## config.mk

```make
export PLATFORM = sky130hd
export DESIGN_NAME = fnd_scan_driver
export DESIGN_NICKNAME = d
export VERILOG_FILES = /design/src/rtl/fnd_pkg.sv /design/src/rtl/bin2bcd_seq.sv /design/src/rtl/fnd_scan_driver.sv
export SDC_FILE = /design/constraint.sdc
export NUM_CORES = 1
export LEC_CHECK = 0
export ABC_AREA = 1
export CAP_MARGIN = 20
export CORE_MARGIN = 2
export CORE_UTILIZATION = 40
export CTS_BUF_LIST = sky130_fd_sc_hd__clkbuf_4 sky130_fd_sc_hd__clkbuf_8 sky130_fd_sc_hd__clkbuf_16
export DETAILED_ROUTE_END_ITERATION = 10
export SETUP_SLACK_MARGIN = 0.1
export SYNTH_ARGS = -nofsm -noshare
export SYNTH_HDL_FRONTEND = slang
export SYNTH_SLANG_ARGS = --single-unit
```

## constraint.sdc

```tcl
create_clock -name clk -period 12 [get_ports clk]
set_clock_uncertainty 0.2 [all_clocks]
set_input_delay 3 -clock clk [delete_from_list [all_inputs] [get_ports clk]]
set_output_delay 3 -clock clk [all_outputs]
set_load 0.01 [all_outputs]
```

## src/rtl/fnd_pkg.sv

```systemverilog
// Shared types and constants for the fnd_scan_driver display path.
// The optional leading-zero blanking is selected in the top with FND_LZ_BLANK_EN.
package fnd_pkg;

    typedef enum logic [1:0] {
        IDLE,
        SHIFT,
        DONE
    } conv_state_t;

    localparam int DEFAULT_DIGIT_TICKS = 100000;
    localparam int DEFAULT_BLANK_TICKS = 16;

    localparam logic [13:0] BCD_MAX = 14'd9999;

    // Active-low {g,f,e,d,c,b,a}; the decimal point is added by the top.
    localparam logic [6:0] SEG_0     = 7'h40;
    localparam logic [6:0] SEG_1     = 7'h79;
    localparam logic [6:0] SEG_2     = 7'h24;
    localparam logic [6:0] SEG_3     = 7'h30;
    localparam logic [6:0] SEG_4     = 7'h19;
    localparam logic [6:0] SEG_5     = 7'h12;
    localparam logic [6:0] SEG_6     = 7'h02;
    localparam logic [6:0] SEG_7     = 7'h78;
    localparam logic [6:0] SEG_8     = 7'h00;
    localparam logic [6:0] SEG_9     = 7'h10;
    localparam logic [6:0] SEG_BLANK = 7'h7F;

    function automatic logic [6:0] seg7_decode(input logic [3:0] digit);
        case (digit)
            4'd0:    return SEG_0;
            4'd1:    return SEG_1;
            4'd2:    return SEG_2;
            4'd3:    return SEG_3;
            4'd4:    return SEG_4;
            4'd5:    return SEG_5;
            4'd6:    return SEG_6;
            4'd7:    return SEG_7;
            4'd8:    return SEG_8;
            4'd9:    return SEG_9;
            default: return SEG_BLANK;
        endcase
    endfunction

endpackage

```

## src/rtl/bin2bcd_seq.sv

```systemverilog
// Sequential double-dabble converter: 14-bit binary to four BCD nibbles in 14 shift cycles.
// bcd_out is only meaningful while done is high.
module bin2bcd_seq
    import fnd_pkg::*;
(
    input  logic        clk,
    input  logic        reset,
    input  logic        start,
    input  logic [13:0] bin_in,
    output logic        busy,
    output logic        done,
    output logic [15:0] bcd_out
);

    conv_state_t state, state_next;
    logic [29:0] shreg, shreg_next;
    logic [3:0]  cnt, cnt_next;

    // One double-dabble iteration on {bcd[15:0], bin[13:0]}.
    function automatic logic [29:0] dabble_step(input logic [29:0] v);
        logic [29:0] a;
        a = v;
        for (int n = 0; n < 4; n++) begin
            if (a[14 + 4*n +: 4] >= 4'd5)
                a[14 + 4*n +: 4] = a[14 + 4*n +: 4] + 4'd3;
        end
        return {a[28:0], 1'b0};
    endfunction

    // NOTE: sequential state uses non-blocking assignments so every flop samples pre-edge values.
    always_ff @(posedge clk or posedge reset) begin
        if (reset) begin
            state <= IDLE;
            shreg <= '0;
            cnt   <= '0;
        end else begin
            state <= state_next;
            shreg <= shreg_next;
            cnt   <= cnt_next;
        end
    end

    // NOTE: defaults first so no path through the case leaves a signal unassigned (no latches).
    always_comb begin
        state_next = state;
        shreg_next = shreg;
        cnt_next   = cnt;
        case (state)
            IDLE: begin
                if (start) begin
                    shreg_next = {16'h0000, bin_in};
                    cnt_next   = '0;
                    state_next = SHIFT;
                end
            end
            SHIFT: begin
                shreg_next = dabble_step(shreg);
                cnt_next   = cnt + 4'd1;
                if (cnt == 4'd13)
                    state_next = DONE;
            end
            DONE: begin
                state_next = IDLE;
            end
            default: begin
                state_next = IDLE;
            end
        endcase
    end

    assign busy    = (state != IDLE);
    assign done    = (state == DONE);
    assign bcd_out = shreg[29:14];

endmodule

```

## src/rtl/fnd_scan_driver.sv

```systemverilog
// Four-digit common-anode 7-segment scan driver with BCD conversion and anti-ghost blanking.
// Define FND_LZ_BLANK_EN to blank leading zeros on digits 3..1.
module fnd_scan_driver
    import fnd_pkg::*;
#(
    parameter int DIGIT_TICKS = DEFAULT_DIGIT_TICKS,
    parameter int BLANK_TICKS = DEFAULT_BLANK_TICKS
) (
    input  logic        clk,
    input  logic        reset,
    input  logic [13:0] seg_data,
    input  logic        dp_en,
    output logic [3:0]  an,
    output logic [7:0]  seg
);

    localparam int TICK_W = (DIGIT_TICKS > 1) ? $clog2(DIGIT_TICKS) : 1;
    localparam logic [TICK_W-1:0] TICK_LAST = TICK_W'(DIGIT_TICKS - 1);
    localparam logic [TICK_W-1:0] BLANK_END = TICK_W'(BLANK_TICKS);

    logic [13:0]       data_q;
    logic [13:0]       last_val;
    logic [15:0]       bcd_q;
    logic [TICK_W-1:0] tick_cnt;
    logic [1:0]        dig_idx;

    logic        conv_start;
    logic        conv_busy;
    logic        conv_done;
    logic [15:0] conv_bcd;

    logic [3:0]  nibble;
    logic        lz_blank;
    logic [6:0]  glyph;
    logic        dp_n;

    // A request is only accepted while the converter is idle, so bcd_q never mixes values.
    assign conv_start = (data_q != last_val);

    bin2bcd_seq u_bin2bcd (
        .clk     (clk),
        .reset   (reset),
        .start   (conv_start),
        .bin_in  (data_q),
        .busy    (conv_busy),
        .done    (conv_done),
        .bcd_out (conv_bcd)
    );

    always_ff @(posedge clk or posedge reset) begin
        if (reset) begin
            data_q   <= '0;
            last_val <= '0;
            bcd_q    <= '0;
        end else begin
            data_q <= (seg_data > BCD_MAX) ? BCD_MAX : seg_data;
            if (conv_start && !conv_busy)
                last_val <= data_q;
            if (conv_done)
                bcd_q <= conv_bcd;
        end
    end

    always_ff @(posedge clk or posedge reset) begin
        if (reset) begin
            tick_cnt <= '0;
            dig_idx  <= '0;
        end else if (tick_cnt == TICK_LAST) begin
            tick_cnt <= '0;
            dig_idx  <= dig_idx + 2'd1;
        end else begin
            tick_cnt <= tick_cnt + 1'b1;
        end
    end

    always_comb begin
        lz_blank = 1'b0;
`ifdef FND_LZ_BLANK_EN
        case (dig_idx)
            2'd3:    lz_blank = (bcd_q[15:12] == 4'd0);
            2'd2:    lz_blank = (bcd_q[15:8]  == 8'd0);
            2'd1:    lz_blank = (bcd_q[15:4]  == 12'd0);
            default: lz_blank = 1'b0;
        endcase
`endif
    end

    assign nibble = bcd_q[{dig_idx, 2'b00} +: 4];
    assign glyph  = lz_blank ? SEG_BLANK : seg7_decode(nibble);
    assign dp_n   = ~((dig_idx == 2'd2) && dp_en);

    // Anodes stay off for the first BLANK_TICKS of every slot to hide segment switching.
    always_ff @(posedge clk or posedge reset) begin
        if (reset) begin
            an  <= 4'hF;
            seg <= 8'hFF;
        end else begin
            an  <= (tick_cnt < BLANK_END) ? 4'hF : ~(4'b0001 << dig_idx);
            seg <= {dp_n, glyph};
        end
    end

endmodule

```

==> qor.yml <==
pre_cts_ws_ns: 7.03
rsz0062_at_grt: "false"
post-route-drc-count: 0
grt_pass1_vias: 4053
pin_count: 29
cts_inserted_buffers: 9
crit_fanout: 1
synth_nets: 714
status: "finished, final reports clean"
drv_cap: 0
die_h_microns: 121
fin_crit_sh: 0.383
ir_drop_mv: 0.129
crit_path_start_kind: "flip-flop"
final_layout_size_suffix_gt1_frac: 0.0726
clock_path_buffers: 2
clk_pin_slew_ns: 0.07
worstSetupEndpointType: "output pin"
p_leak_nw: 3.16
p_per_area_mw_per_mm2: 230
period_needed_ns: 4.59
avgSynthCellArea_sq_um: 8.15
portBuffers: 28
cp_cell_sequence: "clkdlybuf4s50_1"
vias: 4195
path_depth: 1
synth_edf_count: 0
drt-pass1-iter-count: 4
track_usage: 0.154
criticalPathCategory: "flip-flop to output pin"
dp_hpwl_mm: 6.96
hold_path_class: "flip-flop to flip-flop"
clockRootBuffer: "clkbuf_16"
setup_viol: 0
grt.overflow.total: 0
ys_warn_count: 0
setup_tns_ns: 0
grt_pass1_wl_mm: 18.1
antenna_left: 0
initial_core_util: 0.413
slew_headroom: 0.428
routabilityCongestion: 0.881
cts_max_level: 3
area_growth_pct: 12.6
crit_buf_inv: 1
wire_per_inst_microns: 11.4
maxSlewViolCount: 0
cts.sinks: 111
hold_violations: 0
vias_per_cell: 4.78
rows: 42
synthArstFlopShare: 1.00
clk-insertion-delay-late_ns: 0.35
synth_area_sq_mm: 0.00552
cts_hold_buf: 0
cts_resized: 0
drt_iter0_drc: 216
grt_start_max_net_pins: 66
fmax_mhz: 218
fin_util: 0.465
crit_arrival_ns: 1.39
netlist_instances: 677
antenna_found_initial: 0
setup_slack_ns: 7.41
nNetsFinal: 735
synth_ff_type: "dfrtp_1"
wl_mm: 10.0
r2r_cells: 11
diodes: 0
worstPathRequired_ns: 8.80
postCtsSetupBuffers: 0
hold_path_depth: 2
synth_cell_types: 35
synth_seq_cells: 111
cpMaxStageDelayCell: "clkdlybuf4s50_1"
worst_pin_slew_ns: 0.856
core_sq_mm: 0.0133
total_power_mw: 1.43
slowest_delay_ns: 0.53
synth_seq_area_share: 0.506
die-area_sq_mm: 0.0148
die_w_microns: 121
critPathTopFamily: "buffers and inverters"
cts_tree: "done"
per-stage QoR:
stage,cell area (sq um),hold slack (ns),instances
3_3_place_gp,5910,0.264,863
6_report,6210,0.282,878
5_1_grt,6210,0.317,878
4_1_cts,6210,0.291,878
2_1_floorplan,5520,0.250,677
3_5_place_dp,5910,0.275,863
cells in the mapped netlist, types with 6 or more instances:
cell      count  area share
a21oi_1      15       0.014
buf_6         6       0.012
clkbuf_1      9      0.0061
dfrtp_1      99        0.45
dfstp_2      12       0.057
ha_1         20       0.045
inv_1        91       0.062
nand2_1     191        0.13
nand3_1      57       0.052
nand4_1       8      0.0091
nor2_1       44       0.030
o21ai_0      64       0.058
o21ai_1       7      0.0063
or2_2         9       0.010
cell type report:
class | instances | area [sq um]
clock buffers | 12 | 260
clock inverters | 3 | 42.5
fillers | 1310 | 7140
inverters | 93 | 352
multi-input cells | 452 | 2240
flip-flops and latches | 111 | 2790
well taps | 176 | 220
repair buffers | 31 | 303
registers in the layout, summed over array words and instances, names as in the netlist:
name / cells
tick_cnt: 17
u_bin2bcd.shreg: 30
seg: 8
u_bin2bcd.cnt: 4
data_q: 14
dig_idx: 2
bcd_q: 16
last_val: 14
an: 4
u_bin2bcd.state: 2
layout by cell type, fill, tap and decap left out, types with 7 or more instances in the layout:
master / instances
clkbuf_16: 9
dfrtp_1: 99
nand3_1: 57
nand2_1: 191
o21ai_0: 64
dfstp_2: 12
ha_1: 20
or2_2: 9
inv_1: 90
clkdlybuf4s50_1: 28
a21oi_1: 15
o21ai_1: 7
nor2_1: 44
nand4_1: 8
final timing paths:
kind | startpoint | slack, ns | endpoint
max | an[3]$_DFF_PP1_ | 7.41 | an[3]
min | bcd_q[9]$_DFFE_PP0N_ | 0.28 | bcd_q[9]$_DFFE_PP0N_
max reg2reg | data_q[7]$_DFF_PP0_ | 9.77 | u_bin2bcd.shreg[3]$_DFFE_PP0P_
min reg2reg | bcd_q[9]$_DFFE_PP0N_ | 0.28 | bcd_q[9]$_DFFE_PP0N_
max in group asynchronous | reset | 7.52 | data_q[0]$_DFF_PP0_
min in group asynchronous | reset | 2.86 | tick_cnt[15]$_DFF_PP0_
metal layers:
metal,track usage,part of all wire
met5,0,0
met4,0.0496,0.015
met1,0.185,0.46
met2,0.269,0.49
met3,0.0381,0.035
report_power, final:
part | internal [mW] | total, mW | switching [mW]
logic | 0.202 | 0.533 | 0.331
registers | 0.510 | 0.591 | 0.0806
clock network | 0.174 | 0.302 | 0.128
kinds of logic (layout without fill, tap and decap cells):
kind of cell	count (synthesis)	in the layout	synth area share
xor gates and xnor gates	7	7	0.0111
buffers and inverters	114	139	0.0877
DFF	111	111	0.506
and+or+nand+nor	327	327	0.256
AOI/OAI and AO/OA	98	98	0.0941
adders and majority gates	20	20	0.0453
(Power assumes the default switching activity.)
